**src/rtl/rename_pkg.sv**
```systemverilog
// Shared sizing constants and width helpers for the register renamer.
package rename_pkg;

  localparam int ARCH_REGS_DEF = 16;
  localparam int PHYS_REGS_DEF = 32;

  // Index width for a table of n entries, never narrower than one bit.
  function automatic int addr_w(input int n);
    return (n <= 1) ? 1 : $clog2(n);
  endfunction

  // A lookup result carries the physical tag plus one mapped flag above it.
  function automatic int tag_w(input int pw);
    return pw + 1;
  endfunction

  // The mapped flag sits directly above the physical tag bits.
  function automatic int mapped_bit(input int pw);
    return pw;
  endfunction

  localparam int AW_DEF         = addr_w(ARCH_REGS_DEF);
  localparam int PW_DEF         = addr_w(PHYS_REGS_DEF);
  localparam int TW_DEF         = tag_w(PW_DEF);
  localparam int MAPPED_BIT_DEF = mapped_bit(PW_DEF);

endpackage

```
**src/rtl/rename_map_first_free.sv**
```systemverilog
// Lowest-set-bit priority encoder used to pick the next free physical entry.
module first_free #(
  parameter  int N  = 32,
  localparam int IW = (N <= 1) ? 1 : $clog2(N)
) (
  input  logic [N-1:0]  free_vec,
  output logic [IW-1:0] idx,
  output logic          any
);

  // Scan from the top down so the lowest free index is the last one written.
  always_comb begin
    idx = '0;
    any = |free_vec;
    for (int i = N - 1; i >= 0; i--) begin
      if (free_vec[i]) idx = IW'(i);
    end
  end

endmodule

```
**src/rtl/rename_map.sv**
```systemverilog
// Register renamer: allocates physical tags, tracks the newest mapping per
// architectural register, and returns entries on release or flush.
module rename_map
  import rename_pkg::*;
#(
  parameter  int ARCH_REGS = ARCH_REGS_DEF,
  parameter  int PHYS_REGS = PHYS_REGS_DEF,
  localparam int AW        = addr_w(ARCH_REGS),
  localparam int PW        = addr_w(PHYS_REGS),
  localparam int TW        = tag_w(PW)
) (
  input  logic          clk,
  input  logic          notrst,
  input  logic          alloc_req,
  input  logic [AW-1:0] alloc_nr,
  output logic          alloc_gnt,
  output logic [PW-1:0] alloc_tag,
  input  logic [AW-1:0] nr_a,
  input  logic [AW-1:0] nr_b,
  output logic [TW-1:0] tag_a,
  output logic [TW-1:0] tag_b,
  input  logic          rel_valid,
  input  logic [PW-1:0] rel_tag,
  input  logic          flush,
  output logic [TW-1:0] free_count,
  output logic          full
);

  localparam int MB = mapped_bit(PW);

  logic [PHYS_REGS-1:0] using_q;
  logic [PHYS_REGS-1:0] latest_q;
  logic [PHYS_REGS-1:0] match_a;
  logic [PHYS_REGS-1:0] match_b;
  logic [PW-1:0]        ff_idx;
  logic                 ff_any;

  // Highest matching index wins if the one-hot invariant is ever broken.
  function automatic logic [TW-1:0] encode_hit(input logic [PHYS_REGS-1:0] match);
    logic [PHYS_REGS-1:0] above;
    logic [PHYS_REGS-1:0] onehot;
    logic [TW-1:0]        res;
    above[PHYS_REGS-1] = 1'b0;
    for (int i = PHYS_REGS - 2; i >= 0; i--) above[i] = above[i+1] | match[i+1];
    onehot = match & ~above;
    res = '0;
    for (int i = 0; i < PHYS_REGS; i++) begin
      if (onehot[i]) res[PW-1:0] = res[PW-1:0] | PW'(i);
    end
    res[MB] = |match;
    return res;
  endfunction

  first_free #(.N(PHYS_REGS)) u_first_free (
    .free_vec (~using_q),
    .idx      (ff_idx),
    .any      (ff_any)
  );

  assign full      = ~ff_any;
  assign alloc_tag = ff_idx;
  assign alloc_gnt = alloc_req & ~full & ~flush;
  assign tag_a     = encode_hit(match_a);
  assign tag_b     = encode_hit(match_b);

  // Free entries are counted directly from the allocation bits.
  always_comb begin
    free_count = '0;
    for (int i = 0; i < PHYS_REGS; i++) begin
      free_count = free_count + TW'(~using_q[i]);
    end
  end

  for (genvar i = 0; i < PHYS_REGS; i++) begin : g_entry
    logic          using_r;
    logic          latest_r;
    logic [AW-1:0] nrs_r;
    logic          take;
    logic          supersede;
    logic          release_hit;

    assign take        = alloc_gnt & (ff_idx == PW'(i));
    assign supersede   = alloc_gnt & latest_r & (nrs_r == alloc_nr);
    assign release_hit = rel_valid & using_r & (rel_tag == PW'(i));

    assign using_q[i]  = using_r;
    assign latest_q[i] = latest_r;
    assign match_a[i]  = using_r & latest_r & (nrs_r == nr_a);
    assign match_b[i]  = using_r & latest_r & (nrs_r == nr_b);

    // Entry update: flush clears all, otherwise allocate, supersede or release.
    always_ff @(posedge clk or negedge notrst) begin
      if (!notrst) begin
        using_r  <= 1'b0;
        latest_r <= 1'b0;
        nrs_r    <= '0;
      end else if (flush) begin
        using_r  <= 1'b0;
        latest_r <= 1'b0;
      end else if (take) begin
        using_r  <= 1'b1;
        latest_r <= 1'b1;
        nrs_r    <= alloc_nr;
      end else begin
        if (supersede) latest_r <= 1'b0;
        if (release_hit) begin
          using_r  <= 1'b0;
          latest_r <= 1'b0;
        end
      end
    end
  end

endmodule
```
**config.mk**
```make
export PLATFORM = sky130hd
export DESIGN_NAME = rename_map
export DESIGN_NICKNAME = d
export VERILOG_FILES = /design/src/rtl/rename_pkg.sv /design/src/rtl/rename_map_first_free.sv /design/src/rtl/rename_map.sv
export SDC_FILE = /design/constraint.sdc
export NUM_CORES = 1
export LEC_CHECK = 0
export ABC_AREA = 1
export CAP_MARGIN = 20
export CORE_AREA = 2 2 198 200
export CTS_CLUSTER_DIAMETER = 60
export CTS_CLUSTER_SIZE = 10
export DETAILED_ROUTE_END_ITERATION = 8
export DIE_AREA = 0 0 200 202
export HOLD_SLACK_MARGIN = 0.02
export REMOVE_ABC_BUFFERS = 1
export SLEW_MARGIN = 20
export SYNTH_ARGS = -nofsm -noshare
export SYNTH_HDL_FRONTEND = slang
export SYNTH_HIERARCHICAL = 1
export SYNTH_SLANG_ARGS = --single-unit
export TNS_END_PERCENT = 10
```
**constraint.sdc**
```tcl
create_clock -name clk -period 15.4 [get_ports clk]
set_clock_uncertainty 0.15 [all_clocks]
set_input_delay 1.54 -clock clk [delete_from_list [all_inputs] [get_ports clk]]
set_output_delay 1.54 -clock clk [all_outputs]
set_load 0.05 [all_outputs]
```
* Word level (Yosys, flattened, before mapping) *
Cells that the tools add are included.

operators by class
  $add $sub $neg = 31
  equal/unequal tests = 158
  multiplexer cells = 638
  bitwise logic cells = 357
  reductions and logical operators = 133

operators by type and width
  operator            number
  $mux 1              482
  $eq 4x4->1          96
  $mux 4              80
  $mux 5              64
  $and 1x1->1         258
  $not 1->6           32
  $add 6x6->6         31
  $eq 5x5->1 const B  32
  $reduce_bool 4->1   32
  $reduce_bool 3->1   32
  $reduce_or 32->1    3
  $eq 5x4->1 const B  16
  $and 32x32->32      2
  $not 31->32         2
  $reduce_and 2->1    32
  $reduce_bool 2->1   32
  $or 1x1->1          60
  $eq 5x3->1 const B  8
  $not 32->32         1
  $mux 3              8
  $eq 5x2->1 const B  4
  $eq 5x1->1 const B  2
  $logic_not 5->1     2
  $mux 2              4
  $not 1->1           2

storage, ports and cells
  register bits after elaboration = 192
  input port bits = 22
  logic and storage cells = 1413

* Logic depth before layout (Yosys ltp) *
Gate-level depths: netlist of the first run.

  depth after elaboration = 65
  gate-level depth with buffers = 41
  mapped depth without buffers = 41

* By module *
Netlist of the first run, hierarchy kept.

modules (own cells, without submodules)
  module      instances  cells an instance  area an instance (um^2)  sequential area each (um^2)
  rename_map  1          2103               14637.8                  4804.6
  first_free  1          107                470.5                    0.0

* Least setup slack after synthesis of the first run *
OpenSTA, ideal clock, no wires.

  kind = reg2out
  start point = register g_entry[27].using_r
  end point = output port free_count[4]
  arrival time = 4940 ps
  required time = 13710 ps
  setup slack = 8770 ps
  stages on the path, launching flop included = 13
  path buffers = 0
  path through = dfrtp_1 inv_1 fa_1 fa_1 fa_1 fa_1 fa_1 fa_1 ha_1 inv_1 fa_1 o21ai_0 xor2_1

on the way
  cells in the longest elaborated chain, start to end = 6

RTL lines
  what                      RTL line           text
  start, declared           rename_map.sv:75   logic using_r;
  start signal, assigned    rename_map.sv:94   using_r <= 1'b0;
  start signal, assigned    rename_map.sv:98   using_r <= 1'b0;
  start signal, assigned    rename_map.sv:101  using_r <= 1'b1;
  $not 1->6                 rename_map.sv:70   free_count = free_count + TW'(~using_q[i]);
  $add 6x6->6 (5 in a row)  rename_map.sv:70
  end, declared             rename_map.sv:25   output logic [TW-1:0] free_count,

No other way between the ends.

* Worst setup path in the final report of the first run *
  start point = register g_entry[25].using_r
  end point = output port free_count[3]

on the way
  cells in the longest elaborated chain, start to end = 8

RTL lines
  what                      RTL line
  start, declared           rename_map.sv:75
  start signal, assigned    rename_map.sv:94
  start signal, assigned    rename_map.sv:98
  start signal, assigned    rename_map.sv:101
  $not 1->6                 rename_map.sv:70
  $add 6x6->6 (7 in a row)  rename_map.sv:70

No other way between the ends.

==> results of run 1 <==
==> worst min-delay path, cell delays in order, from the launching register on <==
cell and delay (ps):
dfrtp_1 350, nand3_1 70, nand2_1 50
==> per-layer routing <==
| layer | track usage (%) | wire (µm) |
|---|---|---|
| met3 | 4.42 | 4670 |
| met1 | 39.1 | 24100 |
| met4 | 11.6 | 2340 |
| met5 | 0 | 0 |
| met2 | 43.7 | 24500 |
==> area by class of cell <==
| class | count | area (µm²) |
|---|---|---|
| clock buffer | 18 | 439 |
| clock inverter | 13 | 136 |
| inverter | 273 | 1070 |
| fill | 3982 | 22000 |
| timing repair buffer | 70 | 594 |
| multi-input combinational | 1650 | 8620 |
| tap | 518 | 648 |
| sequential | 192 | 4800 |
==> layout by cell type, fill, tap and decap left out, types with 7 or more instances in the layout <==
cell / synthesis / final
nand2_1: 644 / 644
a21oi_1: 58 / 58
a31oi_1: 9 / 9
inv_1: 256 / 256
o22ai_1: 19 / 19
inv_2: 10 / 10
xnor2_1: 129 / 129
nand2_2: 7 / 7
nor2_2: 7 / 7
buf_2: 20 / 10
ha_1: 7 / 7
clkbuf_16: 0 / 17
nand4_1: 58 / 58
buf_4: 9 / 24
xor2_1: 56 / 56
dfrtp_1: 192 / 192
nand3_1: 99 / 99
o21ai_1: 13 / 13
fa_1: 24 / 24
nor2_1: 231 / 231
o21ai_0: 190 / 190
clkdlybuf4s50_1: 0 / 35
nor3_1: 32 / 32
==> state kept, by name, summed over array words and instances (netlist names) <==
signal / flops
g_entry.nrs_r: 128
g_entry.latest_r: 32
g_entry.using_r: 32
==> power by group <==
part / switching [W] / internal, W / leakage (nW)
Clock: 0.000217 / 0.000243 / 0.286
Sequential: 0.0000158 / 0.000515 / 2.58
Combinational: 0.000157 / 0.0000709 / 4.84
Total: 0.000390 / 0.000829 / 7.70
==> cells by family (layout without fill, tap and decap cells) <==
group                      count (synthesis)  after routing  share of synthesized area [%]
adders and majority gates                 31             31                           3.76
AOI/OAI and AO/OA                        332            332                           12.1
and+or+nand+nor                         1102           1102                           30.4
xor gates and xnor gates                 185            185                           10.7
DFF                                      192            192                           31.8
buffers and inverters                    368            374                           11.1
==> final timing paths <==
kind | start | endpoint | slack, ps | depth (start not counted)
worst max register to register | g_entry[30].using_r | g_entry[22].nrs_r[3] | 11170 | 22
worst min-delay path | g_entry[10].latest_r | g_entry[10].latest_r | 350 | 2
max in group asynchronous | notrst | g_entry[30].nrs_r[3] | 12120 | 3
worst min register to register | g_entry[10].latest_r | g_entry[10].latest_r | 350 | 2
worst max-delay path | g_entry[25].using_r | free_count[3] | 7870 | 15
min in group asynchronous | notrst | g_entry[22].latest_r | 960 | 1
==> per-stage QoR <==
step / hold WS (ps) / cells / utilization (%) / instance area [µm²]
finish: 349 / 2734 / 42.6 / 16300
floorplan: 313 / 2115 / - / 14500
global placement: 331 / 2703 / 41.1 / 15700
detailed placement: 336 / 2703 / 41.1 / 15700
global route: 371 / 2734 / 42.6 / 16300
CTS: 352 / 2734 / 42.6 / 16300
==> flow_metrics.py, run 1 <==
metrics = {
    "outcome": {
        "status": "completed",
    },
    "cells_and_area": {
        "syn_to_final_growth_pct": 7.96,
        "nets": 2257,
        "drive_gt1_share_pct": 5.05,
        "antenna_cells": 0,
    },
    "clock_network": {
        "cts_tree": "built",
        "clock_path_buffers": 2,
        "root_buffer": "clkbuf_16",
        "clk-insertion-delay-late_ps": 470,
        "cts.clk_slew.worst_paths_ps": 80,
        "postCtsSetupBuffers": 0,
        "h-tree-depth": 4,
        "ctsHoldBuffers": 0,
        "cts.sinks": 192,
        "cts_buffers": 17,
        "post_cts_resized": 0,
    },
    "critical_path": {
        "worst_ep_arrival_time_ps": 5840,
        "critPathRequiredTime_ps": 13710,
        "path_buf_inv": 4,
        "end_kind": "output port",
        "critPathKind": "register to output port",
        "worstSetupStartpointType": "register",
        "crit_chain": "inv_1 -> fa_1 -> fa_1 -> fa_1 -> inv_1 -> fa_1 -> fa_1 -> fa_1 -> inv_1 -> ha_1 -> nand2_1 -> nor2_1 -> a211oi_1 -> xor2_1 -> clkdlybuf4s50_1",
        "critical_path.max_stage_delay_ps": 820,
        "critPathMaxFanout": 5,
        "cp_common_cell": "fa_1",
        "cpMaxStageDelayCell": "clkdlybuf4s50_1",
        "crit_family": "adder cells",
    },
    "sta": {
        "post-route-period-util_pct": 48.9,
        "fin_tns_setup_ps": 0,
        "period_needed_ps": 7530,
        "fmax_mhz": 133,
        "relSlewSlack_pct": 15.9,
        "fin_ws_ps": 7870,
        "rsz0062_at_grt": "no",
        "worst-slew-pin-transition_ps": 1250,
        "finalHoldViolations": 0,
        "finalSetupViolCount": 0,
        "timing.final.max_slew_violations": 0,
    },
    "floorplan": {
        "design.core.area_um2": 38300,
        "fp.dieArea_um2": 40400,
        "die_height_um": 202,
        "start_util_pct": 39.5,
        "rows": 72,
        "die_x_um": 200,
        "io_pins": 47,
    },
    "yosys": {
        "synth_top_area_share_pct": 31.8,
        "synth-warning-count": 6,
        "synth_edf_count": 0,
        "synth_most_common_cell": "nand2_1",
        "avgSynthCellArea_um2": 6.84,
        "syn_inst": 2210,
        "async_reset_ff_share_pct": 100,
        "syn_area_um2": 15100,
        "ys_ff_latch": 192,
        "synthDistinctLibCells": 56,
        "yosys.area.top_type": "dfrtp_1",
        "synthFlopType": "dfrtp_1",
        "seq_area_frac_synth_pct": 31.8,
        "yosys-top-cells-count": "644 x nand2_1, 256 x inv_1, 231 x nor2_1",
        "ys_top_cells_by_area": "dfrtp_1 32%, nand2_1 16%, xnor2_1 7.5%",
    },
    "detailed_routing": {
        "viasPerCell": 5.46,
        "drt_iter0_markers": 1515,
        "via_count": 14941,
        "first_pass_iters": 8,
        "drt-total-wl_mm": 55.6,
        "wire_per_inst_um": 20.3,
        "ant_nets": 0,
        "remaining_drc_errors": 0,
    },
    "placed_design": {
        "place_congestion": 0.973,
        "detailedPlacementHpwl_mm": 38.8,
        "io_buffers": 46,
        "place_ws_ps": 8330,
    },
    "global_routing": {
        "grt_overflow": 0,
        "grt_start_max_net_pins": 83,
        "grt_pass1_wl_mm": 84.6,
        "grtUsageTotal_pct": 28.2,
        "antenna_found_initial": 0,
        "grt_pass1_vias": 13731,
    },
    "power": {
        "ir_drop_uv": 50.6,
        "p_total_w": 0.00122,
        "powerDensity_nw_per_um2": 74.7,
        "leakage_nw": 7.70,
    },
    "job": {
        "maxCapViolations": 0,
    },
    "min_path": {
        "hold_path_class": "register to register",
    },
}
Note: power is estimated with default switching activity, not from simulation.
==> run 2: changes to the inputs <==
==> constraint.sdc (replaced) <==
create_clock -name clk -period 7.7 [get_ports clk]
set_clock_uncertainty 0.15 [all_clocks]
set_input_delay 0.77 -clock clk [delete_from_list [all_inputs] [get_ports clk]]
set_output_delay 0.77 -clock clk [all_outputs]
set_load 0.05 [all_outputs]
==> run 2 against run 1 <==
  * Cell count hardly changed
  * Non-clock buffer count increased by 2
  * Largest cell class unchanged
  * Highest routed layer unchanged
  * Core utilization up 0.075 points
  * Global-route usage grew 0.30 points
  * Via count about the same
  * Wire length is 1.2% higher
  * Count of clock-buffer cells in the layout increased by 4
==> flow_metrics.py, run 2 (synthesized netlist as in run 1, its figures left out) <==
metrics = {
    "clock_network": {
        "clock_path_buffers": 2,
        "h-tree-depth": 4,
        "post_cts_resized": 0,
        "cts_buffers": 17,
        "root_buffer": "clkbuf_16",
        "cts.clk_slew.worst_paths_ps": 80,
        "cts_tree": "built",
        "postCtsSetupBuffers": 0,
        "clk-insertion-delay-late_ps": 470,
        "cts.sinks": 192,
        "ctsHoldBuffers": 0,
    },
    "power": {
        "leakage_nw": 7.70,
        "p_clk_share_pct": 38.1,
        "switching_share_pct": 31.2,
        "seqPwrFrac_pct": 43.2,
        "p_int_w": 0.00169,
        "power.share.combinational_pct": 18.7,
        "p_total_w": 0.00246,
        "ir_drop_uv": 106,
        "switchingPower_w": 0.000767,
        "powerDensity_nw_per_um2": 151,
    },
    "critical_path": {
        "critPathMaxFanout": 5,
        "worst_ep_arrival_time_ps": 5900,
        "cp_common_cell": "fa_1",
        "end_kind": "output port",
        "crit_family": "adder cells",
        "critical_path.max_stage_delay_ps": 810,
        "path_buf_inv": 4,
        "cpMaxStageDelayCell": "clkdlybuf4s50_1",
        "critPathRequiredTime_ps": 6780,
        "crit_chain": "inv_1 -> fa_1 -> fa_1 -> fa_1 -> inv_1 -> fa_1 -> fa_1 -> fa_1 -> inv_1 -> ha_1 -> nand2_1 -> nor2_1 -> a211oi_1 -> xor2_1 -> clkdlybuf4s50_1",
        "worstSetupStartpointType": "register",
        "critPathKind": "register to output port",
    },
    "sta": {
        "fin_ws_ps": 880,
        "fin_tns_setup_ps": 0,
        "period_needed_ps": 6820,
        "finalSetupViolCount": 0,
        "post-route-period-util_pct": 88.6,
        "rsz0062_at_grt": "no",
        "timing.final.max_slew_violations": 0,
        "worst-slew-pin-transition_ps": 1050,
        "finalHoldViolations": 0,
        "relSlewSlack_pct": 29.6,
        "fmax_mhz": 147,
    },
    "global_routing": {
        "grt_pass1_wl_mm": 85.6,
        "antenna_found_initial": 1,
        "grt_start_max_net_pins": 78,
        "grt_pass1_vias": 13794,
        "grtUsageTotal_pct": 28.5,
        "grt_overflow": 0,
    },
    "min_path": {
        "hold_path_class": "input port to asynchronous set/reset pin",
    },
    "job": {
        "maxCapViolations": 0,
    },
    "placed_design": {
        "place_ws_ps": 1380,
        "detailedPlacementHpwl_mm": 39.8,
        "dpl.cell_count": 2705,
        "io_buffers": 46,
        "place_congestion": 0.980,
    },
    "detailed_routing": {
        "ant_nets": 0,
        "drt-total-wl_mm": 56.3,
        "wire_per_inst_um": 20.6,
        "first_pass_iters": 7,
        "drt_iter0_markers": 1431,
        "via_count": 14939,
        "viasPerCell": 5.46,
        "remaining_drc_errors": 0,
    },
    "floorplan": {
        "fp.dieArea_um2": 40400,
        "io_pins": 47,
        "die_height_um": 202,
        "die_x_um": 200,
        "start_util_pct": 39.5,
        "design.core.area_um2": 38300,
        "rows": 72,
    },
    "cells_and_area": {
        "final_cell_mix": "644 x nand2_1, 256 x inv_1, 231 x nor2_1",
        "syn_to_final_growth_pct": 8.15,
        "antenna_cells": 0,
        "stdcell_count": 2736,
        "drive_gt1_share_pct": 4.96,
        "final_common_cell": "nand2_1",
        "nets": 2259,
        "largest_register_ffs": 128,
        "final_util_pct": 42.7,
        "reg.largest.list": "g_entry.nrs_r x128, g_entry.latest_r x32, g_entry.using_r x32",
        "top_register": "g_entry.nrs_r",
    },
    "outcome": {
        "status": "completed",
    },
}
run 2: power by group through the flow:
| stage | sequential, W | combinational [W] | clock, W |
|---|---|---|---|
| floorplan | 0.00107 | 0.000255 | 0 |
| global placement | 0.00108 | 0.000448 | 0 |
| detailed placement | 0.00108 | 0.000453 | 0 |
| CTS | 0.00106 | 0.000455 | 0.000945 |
| global route | 0.00107 | 0.000494 | 0.000991 |
| finish | 0.00106 | 0.000460 | 0.000937 |
run 2: final cells by class:
cell class              instances  area [µm²]
clock inverters                 9         135
flip-flops and latches        192        4800
clock buffers                  22         454
repair buffers                 72         609
fillers                      4009       21900
well taps                     518         648
multi-input cells            1650        8620
inverters                     273        1070
run 2: final timing paths:
check | start | slack (ps) | to | depth (start not counted)
setup / recovery | g_entry[27].using_r | 880 | free_count[3] | 15
min in group clk | g_entry[16].latest_r | 350 | g_entry[16].latest_r | 2
hold reg to reg | g_entry[16].latest_r | 350 | g_entry[16].latest_r | 2
setup reg to reg | g_entry[31].using_r | 3570 | g_entry[23].nrs_r[2] | 38
max in group asynchronous | notrst | 5890 | g_entry[9].nrs_r[1] | 2
hold / removal | notrst | 190 | g_entry[16].nrs_r[0] | 1
run 2: stage by stage:
step           instance area, µm²  hold WS (ps)
3_3_place_gp                15800           331
6_report                    16300           185
4_1_cts                     16300           212
3_5_place_dp                15800           337
2_1_floorplan               14500           313
5_1_grt                     16300           236
run 2: routing by layer:
layer  up-vias  share of wire [%]  routed length [µm]  track usage (%)
li1       6993                  -                   -                -
met1      7109                 43               24400             39.0
met2       701                 44               24900             43.6
met3       136                8.0                4530             5.29
met4         0                4.4                2480             13.1
met5         -                  0                   0                0
==> run 3: changes to the inputs <==
==> constraint.sdc (replaced) <==
create_clock -name clk -period 8.8 [get_ports clk]
set_clock_uncertainty 0.15 [all_clocks]
set_input_delay 0.88 -clock clk [delete_from_list [all_inputs] [get_ports clk]]
set_output_delay 0.88 -clock clk [all_outputs]
set_load 0.05 [all_outputs]
==> run 3 against run 2 <==
  * Final area increased by 0.63%
  * Sequential share of layout area decreased by 0.18 points
  * Global-route usage grew 0.058 points
  * Count of clock-buffer cells in the layout down 4
  * Via count fell by 1.1%
  * Power fell by 8.6%
==> flow_metrics.py, run 3 (synthesized netlist as in run 1, its figures left out) <==
metrics = {
    "floorplan": {
        "design.core.area_um2": 38300,
        "fp.dieArea_um2": 40400,
        "io_pins": 47,
        "die_x_um": 200,
        "start_util_pct": 39.5,
        "die_height_um": 202,
        "rows": 72,
    },
    "cells_and_area": {
        "final_common_cell": "nand2_1",
        "syn_to_final_growth_pct": 8.83,
        "multi_input_area_um2": 8620,
        "nets": 2260,
        "antenna_cells": 0,
        "top_register": "g_entry.nrs_r",
        "fillCellCount": 3953,
        "drive_gt1_share_pct": 5.14,
        "largest_register_ffs": 128,
        "final_cell_mix": "644 x nand2_1, 256 x inv_1, 231 x nor2_1",
        "reg.largest.list": "g_entry.nrs_r x128, g_entry.latest_r x32, g_entry.using_r x32",
        "regArea_um2": 4800,
        "final_util_pct": 42.9,
    },
    "placed_design": {
        "place_congestion": 0.951,
        "detailedPlacementHpwl_mm": 38.9,
        "io_buffers": 46,
    },
    "critical_path": {
        "worstSetupStartpointType": "register",
        "critPathLaunch": "g_entry[27].using_r",
        "cpMaxStageDelayCell": "clkdlybuf4s50_1",
        "critical_path.max_stage_delay_ps": 810,
        "cp_common_cell": "fa_1",
        "crit_family": "adder cells",
        "critPathKind": "register to output port",
        "ff2ff_setup_slack_ps": 4600,
        "ff2ff_path_depth": 38,
        "critPathMaxFanout": 5,
        "cp_num_cells": 13,
        "crit_chain": "inv_1 -> fa_1 -> fa_1 -> fa_1 -> fa_1 -> fa_1 -> fa_1 -> ha_1 -> inv_1 -> fa_1 -> o21ai_0 -> xor2_1 -> clkdlybuf4s50_1",
        "path_buf_inv": 3,
        "r2r_start": "g_entry[31].using_r",
        "critPathRequiredTime_ps": 7770,
        "crit-reg2reg-capture": "g_entry[15].latest_r",
        "worst_ep_arrival_time_ps": 5870,
        "end_kind": "output port",
    },
    "detailed_routing": {
        "viasPerCell": 5.40,
        "wire_per_inst_um": 20.7,
        "remaining_drc_errors": 0,
        "drt_iter0_markers": 1301,
        "drt-total-wl_mm": 56.6,
        "ant_nets": 0,
        "first_pass_iters": 6,
        "via_count": 14768,
    },
    "clock_network": {
        "clock_path_buffers": 2,
        "h-tree-depth": 4,
        "postCtsSetupBuffers": 0,
        "cts.clk_slew.worst_paths_ps": 70,
        "root_buffer": "clkbuf_16",
        "ctsHoldBuffers": 0,
        "cts.sinks": 192,
        "cts_buffers": 17,
        "cts_tree": "built",
        "post_cts_resized": 0,
        "clk-insertion-delay-late_ps": 460,
    },
    "global_routing": {
        "grt_overflow": 0,
        "use_met3_pct": 7.12,
        "antenna_found_initial": 0,
        "met1_usage_pct": 37.9,
        "met2_usage_pct": 43.7,
        "grt_start_max_net_pins": 118,
        "grt_pass1_wl_mm": 85.0,
        "grt_pass1_vias": 13993,
        "grtUsageTotal_pct": 28.6,
        "busiest_layer": "met2",
    },
    "sta": {
        "period_needed_ps": 6900,
        "fmax_mhz": 145,
        "whs_ps": 175,
        "post-route-period-util_pct": 78.4,
        "timing.final.max_slew_violations": 0,
        "relSlewSlack_pct": 20.2,
        "rsz0062_at_grt": "no",
        "worst-slew-pin-transition_ps": 1190,
        "finalSetupViolCount": 0,
        "fin_tns_setup_ps": 0,
        "finalHoldViolations": 0,
    },
    "outcome": {
        "status": "completed",
    },
    "power": {
        "ir_drop_uv": 101,
        "powerDensity_nw_per_um2": 137,
        "leakage_nw": 7.76,
    },
    "job": {
        "maxCapViolations": 0,
    },
    "min_path": {
        "hold_path_class": "input port to asynchronous set/reset pin",
    },
}
## run 3: cell count changes in the layout (fill, tap and decap cells not counted)
| cell | delta |
|---|---|
| clkinv_2 | +1 |
| buf_4 | -1 |
| buf_6 | +1 |
| inv_6 | +3 |
| clkinvlp_4 | -1 |
| buf_16 | +1 |
| clkinv_4 | -2 |
| clkbuf_1 | -3 |
| bufinv_16 | +3 |
| clkbuf_8 | -1 |
## run 3: where the power goes
group	internal, W	switching, W
logic	0.000126	0.000278
clock network	0.000534	0.000380
registers	0.000902	0.0000282
## run 3: layer usage
layer | wire [µm] | part of all wire [%] | vias to the layer above
met5 | 0 | 0 | -
met3 | 5360 | 9.5 | 137
met1 | 23600 | 42 | 6949
li1 | - | - | 6995
met2 | 25100 | 44 | 687
met4 | 2540 | 4.5 | 0
## run 3: worst max-delay path by stage
stage	end	slack (ps)
3_5_place_dp	free_count[4]	2360
3_3_place_gp	free_count[4]	2400
4_1_cts	free_count[4]	1860
2_1_floorplan	free_count[4]	2830
6_report	free_count[4]	1900
5_1_grt	free_count[4]	1670
## run 3: per-stage QoR
stage	instance area [µm²]	power (W)	setup WS (ps)	instances
floorplan	14500	0.00116	2830	2115
global placement	15800	0.00134	2400	2705
detailed placement	15800	0.00134	2360	2705
CTS	16400	0.00225	1860	2736
global route	16400	0.00232	1670	2737
finish	16400	0.00225	1900	2737
## run 3: final cells by class
class	instances	area share, %
Tap cell	518	3.94
Clock inverter	13	1.41
Clock buffer	18	2.61
Multi-Input combinational cell	1650	52.4
Timing Repair Buffer	73	3.90
Inverter	273	6.49
Sequential cell	192	29.2
